===== config.mk =====
export PLATFORM = sky130hd
export DESIGN_NAME = pipe_hazard_ctl
export DESIGN_NICKNAME = d
export VERILOG_FILES = /design/src/rtl/pipe_hazard_ctl.sv
export SDC_FILE = /design/constraint.sdc
export NUM_CORES = 1
export LEC_CHECK = 0
export BUFFER_PORTS_ARGS = -buffer_cell sky130_fd_sc_hd__buf_4
export CAP_MARGIN = 10
export CELL_PAD_IN_SITES_DETAIL_PLACEMENT = 1
export CELL_PAD_IN_SITES_GLOBAL_PLACEMENT = 2
export CORE_ASPECT_RATIO = 1.4
export CORE_MARGIN = 3
export CORE_UTILIZATION = 29
export DETAILED_ROUTE_END_ITERATION = 8
export PLACE_DENSITY_LB_ADDON = 0.1
export SLEW_MARGIN = 10
export SYNTH_ARGS = -nofsm -noshare
export SYNTH_HDL_FRONTEND = slang
export SYNTH_SLANG_ARGS = --single-unit

===== constraint.sdc =====
create_clock -name clk -period 2.5 [get_ports clk]
set_input_delay 0.25 -clock clk [delete_from_list [all_inputs] [get_ports clk]]
set_output_delay 0.25 -clock clk [all_outputs]
set_load 0.01 [all_outputs]

===== src/rtl/pipe_hazard_ctl.sv =====
// ---------------------------------------------------------------------------
// pipe_hazard_ctl
//
// Instruction-word pipeline for the 5-stage core. It holds the IF/ID, ID/EX,
// EX/MEM and MEM/WB instruction words. The EX-stage forwarding unit decodes
// these words. This block also:
//   - detects load-use hazards that forwarding cannot cover. It then holds
//     the PC and IF/ID for one cycle and injects a bubble into ID/EX.
//   - squashes the word fetched behind a jump (the core has no delay slot).
//   - counts stall and flush cycles in saturating counters.
//
// Ports
//   clk         in   1      core clock, all state on the rising edge
//   rst         in   1      synchronous reset, active high
//   inst_in     in   32     word fetched at the current PC
//   inst_valid  in   1      inst_in is valid; when 0, NOP_WORD is captured
//   pc_en       out  1      PC may advance this cycle (combinational)
//   load_use    out  1      load-use stall this cycle (combinational)
//   flush       out  1      IF/ID squash this cycle (combinational)
//   if_id       out  32     IF/ID instruction word
//   id_ex       out  32     ID/EX instruction word
//   ex_mem      out  32     EX/MEM instruction word
//   mem_wb      out  32     MEM/WB instruction word
//   stall_cnt   out  CNT_W  cycles with load_use=1, saturating
//   flush_cnt   out  CNT_W  cycles with flush=1, saturating
//
// Handshake: there is no valid/ready pair. inst_valid qualifies inst_in on
// every cycle. pc_en tells fetch whether the word it presented was consumed.
// While pc_en=0, fetch must present the same word again on the next cycle.
// ---------------------------------------------------------------------------
module pipe_hazard_ctl #(
  parameter logic [31:0] NOP_WORD = 32'h0000_0000,
  parameter logic [5:0]  LW_OP    = 6'h23,
  parameter int          CNT_W    = 16
) (
  input  logic             clk,
  input  logic             rst,
  input  logic [31:0]      inst_in,
  input  logic             inst_valid,
  output logic             pc_en,
  output logic             load_use,
  output logic             flush,
  output logic [31:0]      if_id,
  output logic [31:0]      id_ex,
  output logic [31:0]      ex_mem,
  output logic [31:0]      mem_wb,
  output logic [CNT_W-1:0] stall_cnt,
  output logic [CNT_W-1:0] flush_cnt
);

  localparam logic [5:0] OP_RTYPE = 6'h00;
  localparam logic [5:0] OP_J     = 6'h02;
  localparam logic [5:0] OP_JAL   = 6'h03;
  localparam logic [5:0] OP_BEQ   = 6'h04;
  localparam logic [5:0] OP_BNE   = 6'h05;
  localparam logic [5:0] OP_SW    = 6'h2B;

  localparam logic [CNT_W-1:0] CNT_MAX = '1;

  logic [31:0]      if_id_q,  if_id_d;
  logic [31:0]      id_ex_q,  id_ex_d;
  logic [31:0]      ex_mem_q, ex_mem_d;
  logic [31:0]      mem_wb_q, mem_wb_d;
  logic [CNT_W-1:0] stall_cnt_q, stall_cnt_d;
  logic [CNT_W-1:0] flush_cnt_q, flush_cnt_d;

  // Field decode of the IF/ID word and the ID/EX word.
  logic [5:0] ifid_op;
  logic [4:0] ifid_rs, ifid_rt;
  logic [5:0] idex_op;
  logic [4:0] idex_rt;

  assign ifid_op = if_id_q[31:26];
  assign ifid_rs = if_id_q[25:21];
  assign ifid_rt = if_id_q[20:16];
  assign idex_op = id_ex_q[31:26];
  assign idex_rt = id_ex_q[20:16];

  logic uses_rt;
  logic is_jump;
  logic hazard;
  logic squash;

  // rt is a source operand only for R-type, store and the two branches.
  // For every other opcode rt is a destination and cannot create a hazard.
  assign uses_rt = (ifid_op == OP_RTYPE) || (ifid_op == OP_SW) ||
                   (ifid_op == OP_BEQ)   || (ifid_op == OP_BNE);

  // A load into $0 never creates a dependence. This gate also keeps the
  // bubbles (rs=rt=0) from matching each other.
  assign hazard = (idex_op == LW_OP) && (idex_rt != 5'd0) &&
                  ((ifid_rs == idex_rt) || (uses_rt && (ifid_rt == idex_rt)));

  assign is_jump = (ifid_op == OP_J) || (ifid_op == OP_JAL);

  // A stall takes priority. A jump held by a stall flushes on the next cycle.
  assign squash = is_jump && !hazard;

  always_comb begin
    mem_wb_d = ex_mem_q;
    ex_mem_d = id_ex_q;
    id_ex_d  = hazard ? NOP_WORD : if_id_q;

    if (hazard) begin
      if_id_d = if_id_q;
    end else if (squash) begin
      if_id_d = NOP_WORD;
    end else if (inst_valid) begin
      if_id_d = inst_in;
    end else begin
      if_id_d = NOP_WORD;
    end

    stall_cnt_d = stall_cnt_q;
    if (hazard && (stall_cnt_q != CNT_MAX)) begin
      stall_cnt_d = stall_cnt_q + 1'b1;
    end

    flush_cnt_d = flush_cnt_q;
    if (squash && (flush_cnt_q != CNT_MAX)) begin
      flush_cnt_d = flush_cnt_q + 1'b1;
    end
  end

  always_ff @(posedge clk) begin
    if (rst) begin
      if_id_q     <= NOP_WORD;
      id_ex_q     <= NOP_WORD;
      ex_mem_q    <= NOP_WORD;
      mem_wb_q    <= NOP_WORD;
      stall_cnt_q <= '0;
      flush_cnt_q <= '0;
    end else begin
      if_id_q     <= if_id_d;
      id_ex_q     <= id_ex_d;
      ex_mem_q    <= ex_mem_d;
      mem_wb_q    <= mem_wb_d;
      stall_cnt_q <= stall_cnt_d;
      flush_cnt_q <= flush_cnt_d;
    end
  end

  assign load_use  = hazard;
  assign flush     = squash;
  assign pc_en     = !hazard;
  assign if_id     = if_id_q;
  assign id_ex     = id_ex_q;
  assign ex_mem    = ex_mem_q;
  assign mem_wb    = mem_wb_q;
  assign stall_cnt = stall_cnt_q;
  assign flush_cnt = flush_cnt_q;

endmodule


==> impl_results.md <==
* Core area at 18800 um2
* Synth Area in Adders at 0.00449
* HPWL Detailed at 12.6 mm
* Worst setup path start: id_ex[17]
* Starting density of the core at 0.297
* Clock latency on the worst-skew pair at 0.42 ns
* Async SR Flop Fraction at 0
* Initial antenna violation count at 0
* Endpoints failing hold at 0
* Final Slew Violations at 0
* Die Ht at 170 um
* Mux share of post-synthesis cell area at 0.00808
* Worst setup margin at 0.117 ns
* Number of synthesized flops with an enable pin at 0
* Critical path's most frequent cell: buf_4
* Yosys cell types at 42
* Postcts setup bufs at 0
* Worst VDD drop at 384 uV
* Tcrit/Tclk final at 0.953
* Status: completed
* H-Tree Depth at 4
* Detailed-route DRC error count at 0
* Max_slew headroom at 0.491
* Fraction of layout cells with a size suffix above 1 at 0.338
* Die W at 123 um
* Cell Rows at 59
* Max Cap Viol at 0
* Vias per cell at 4.57
* Yosys warns at 0
* Clk_skew at 0.0110 ns
* Largest net degree at the start of global routing at 70
* Compound-cell area share of the yosys netlist at 0.0669
* R2r startpoint: id_ex[17]
* Vias in the first global route at 4802
* IO Pins at 198
* Register area share after synthesis at 0.575
* P&R area growth vs syn at 43.8%
* Nets at 812
* Setup CP Type: reg2reg
* Remaining antenna violation count at 0
* Hold Buf Count CTS at 0
* Final setup violation count at 0
* Psw at 1.38 mW
* Post-synthesis simple-gate area fraction at 0.280
* Critical path endpoint category: flop
* HP Start: inst_in[11]
* CTS Buffer Depth at 2
* Setup_tns at 0 ns
* Clk pwr share at 0.469
* RSZ-0062 raised after global routing: no
* Leakage Power at 3.38 nW
* Worst Hold Class: in2reg
* Mean cell area of the mapped netlist at 9.75 um2
* Tot GR Track Use at 0.164
* Final Critical Period at 2.38 ns
* Cells after Synth at 572
* Die area at 20900 um2
* Fillcell total at 2180
* Internal power at 4.18 mW
* Gr ovfl total at 0
* Sequential share of power at 0.475
* Vias at 4718
* Drt wl/cell at 16.6 um
* CTS root buf: clkbuf_16
* Total power at 5.55 mW
* Place WS at -0.189 ns
* Port-buffer cells at 197
* Synth Area in XOR/XNOR at 0.0377
* CTS Buf Count at 17
* First-pass GRT wire length at 26.7 mm
* Critical path's slowest cell: or4_4
* ANT cells at 0
* CP peak stage delay at 0.56 ns
* First DRT Iteration DRCs at 165
* Clock Pin Slew Worst Setup and Hold Paths at 0.07 ns
* Gpl congestion at 0.736
* Drt total wl at 17.1 mm
* Pwr/cell area at 693 nW/um2
* Synth Cell Area at 5580 um2
* Combinational group share of total power at 0.055
* Crit-path cells: or4_4 -> o211ai_4 -> nor4_4 -> buf_4 -> buf_4 -> nand4b_1 -> or3_1 -> a21oi_1
* Net Sw Frac at 0.248
* Crit path arrival time at 2.73 ns
* CP max FO at 13
* Crit path launch type: flop
* Main synth FF type: dfxtp_1
* Largest family of logic cells by synthesized area: simple AND/OR/NAND/NOR gates
* Post-synthesis register bit count at 160
* Fmax at 420 MHz
* TritonCTS clock tree: built
* Post-Syn Nets at 609
* 1st-pass router iterations at 4
* Slew @ Worst Pin at 0.764 ns
* Worst EP required at 2.85 ns
* Clock sink count at 160
==> per-stage QoR <==
stage	cells	util	hold WS (ns)	cell area, um2
floorplan	572	-	0.398	5580
global placement	1000	0.394	0.450	7380
detailed placement	1000	0.394	0.459	7380
CTS	1032	0.427	0.0665	8000
global route	1032	0.428	0.0730	8020
finish	1032	0.428	0.0879	8020
==> registers in the layout, indices dropped and copies added (netlist names) <==
| register | cells |
|---|---|
| ex_mem | 32 |
| flush_cnt | 16 |
| id_ex | 32 |
| if_id | 32 |
| mem_wb | 32 |
| stall_cnt | 16 |
==> timing repair <==
action / 4_1_cts / 5_1_grt
setup endpoints to repair: 44 / 36
pin swaps: 0 / 1
gates resized for setup: 5 / 4
==> worst max-delay path: cells and delay by family (launching register included) <==
family | cells | cell delay (ns)
AOI/OAI and AO/OA | 2 | 0.36
buffers and inverters | 2 | 0.36
DFF | 1 | 0.31
and+or+nand+nor | 4 | 1.27
==> metal layers <==
layer,track usage,wire length [um]
met4,0.0525,242
met5,0,0
met3,0.0426,938
met1,0.191,6900
met2,0.290,9020
==> cell usage in the layout, fill, tap and decap left out, types with 4 or more instances in the layout <==
| cell | n |
|---|---|
| nor3_1 | 7 |
| or4_1 | 9 |
| buf_4 | 217 |
| mux2_2 | 4 |
| dfxtp_1 | 159 |
| nor2b_1 | 69 |
| xnor2_1 | 19 |
| nand2_1 | 46 |
| and2_1 | 35 |
| o31ai_1 | 6 |
| o21ai_0 | 6 |
| or3_1 | 5 |
| clkbuf_16 | 17 |
| xor2_1 | 5 |
| nand3_1 | 45 |
| a21oi_1 | 46 |
| inv_6 | 5 |
| inv_8 | 5 |
| nor2_1 | 24 |
| nor4_1 | 9 |
| nand4_1 | 13 |
==> Yosys cell counts (all sizes together) (10+ instances only) <==
cell / n / share of area
buf: 10 / 0.011
nand2: 46 / 0.031
nand4: 13 / 0.015
a21oi: 47 / 0.043
nor2b: 69 / 0.077
or4: 10 / 0.013
nor2: 26 / 0.018
dfxtp: 160 / 0.57
nor4: 11 / 0.013
nand3: 45 / 0.040
clkbuf: 24 / 0.016
and2: 35 / 0.039
xnor2: 19 / 0.030
==> logic make-up (layout without fill, tap and decap cells) <==
kind of cell               Yosys count  in the layout
AOI/OAI and AO/OA                   66             66
adders and majority gates            2              2
and+or+nand+nor                    280            280
muxes                                4              4
xor gates and xnor gates            24             24
DFF                                160            160
buffers and inverters               36            252
==> power by group through the flow <==
stage / combinational, mW / sequential [mW] / clock (mW)
after floorplan: 0.112 / 2.71 / 0
after global placement: 0.307 / 2.70 / 0
after detailed placement: 0.310 / 2.70 / 0
after CTS: 0.314 / 2.64 / 2.68
after global routing: 0.340 / 2.65 / 2.78
final: 0.307 / 2.64 / 2.61
==> layout make-up <==
cell class / instances / area, um2 / area share
multi-input cells: 376 / 2270 / 0.283
inverters: 2 / 7.51 / 0.000936
clock buffers: 18 / 429 / 0.0535
flip-flops and latches: 160 / 3200 / 0.400
well taps: 244 / 305 / 0.0381
repair buffers: 218 / 1640 / 0.205
clock inverters: 14 / 161 / 0.0201
==> final timing paths <==
path                       end  slack [ns]  depth (start not counted)
setup reg to reg  flush_cnt[6]        0.12                          8
setup / recovery  flush_cnt[6]        0.12                          8
hold reg to reg      ex_mem[6]        0.46                          1
hold / removal       if_id[11]        0.09                          3
No activity file was read; power rests on OpenSTA's default activity.
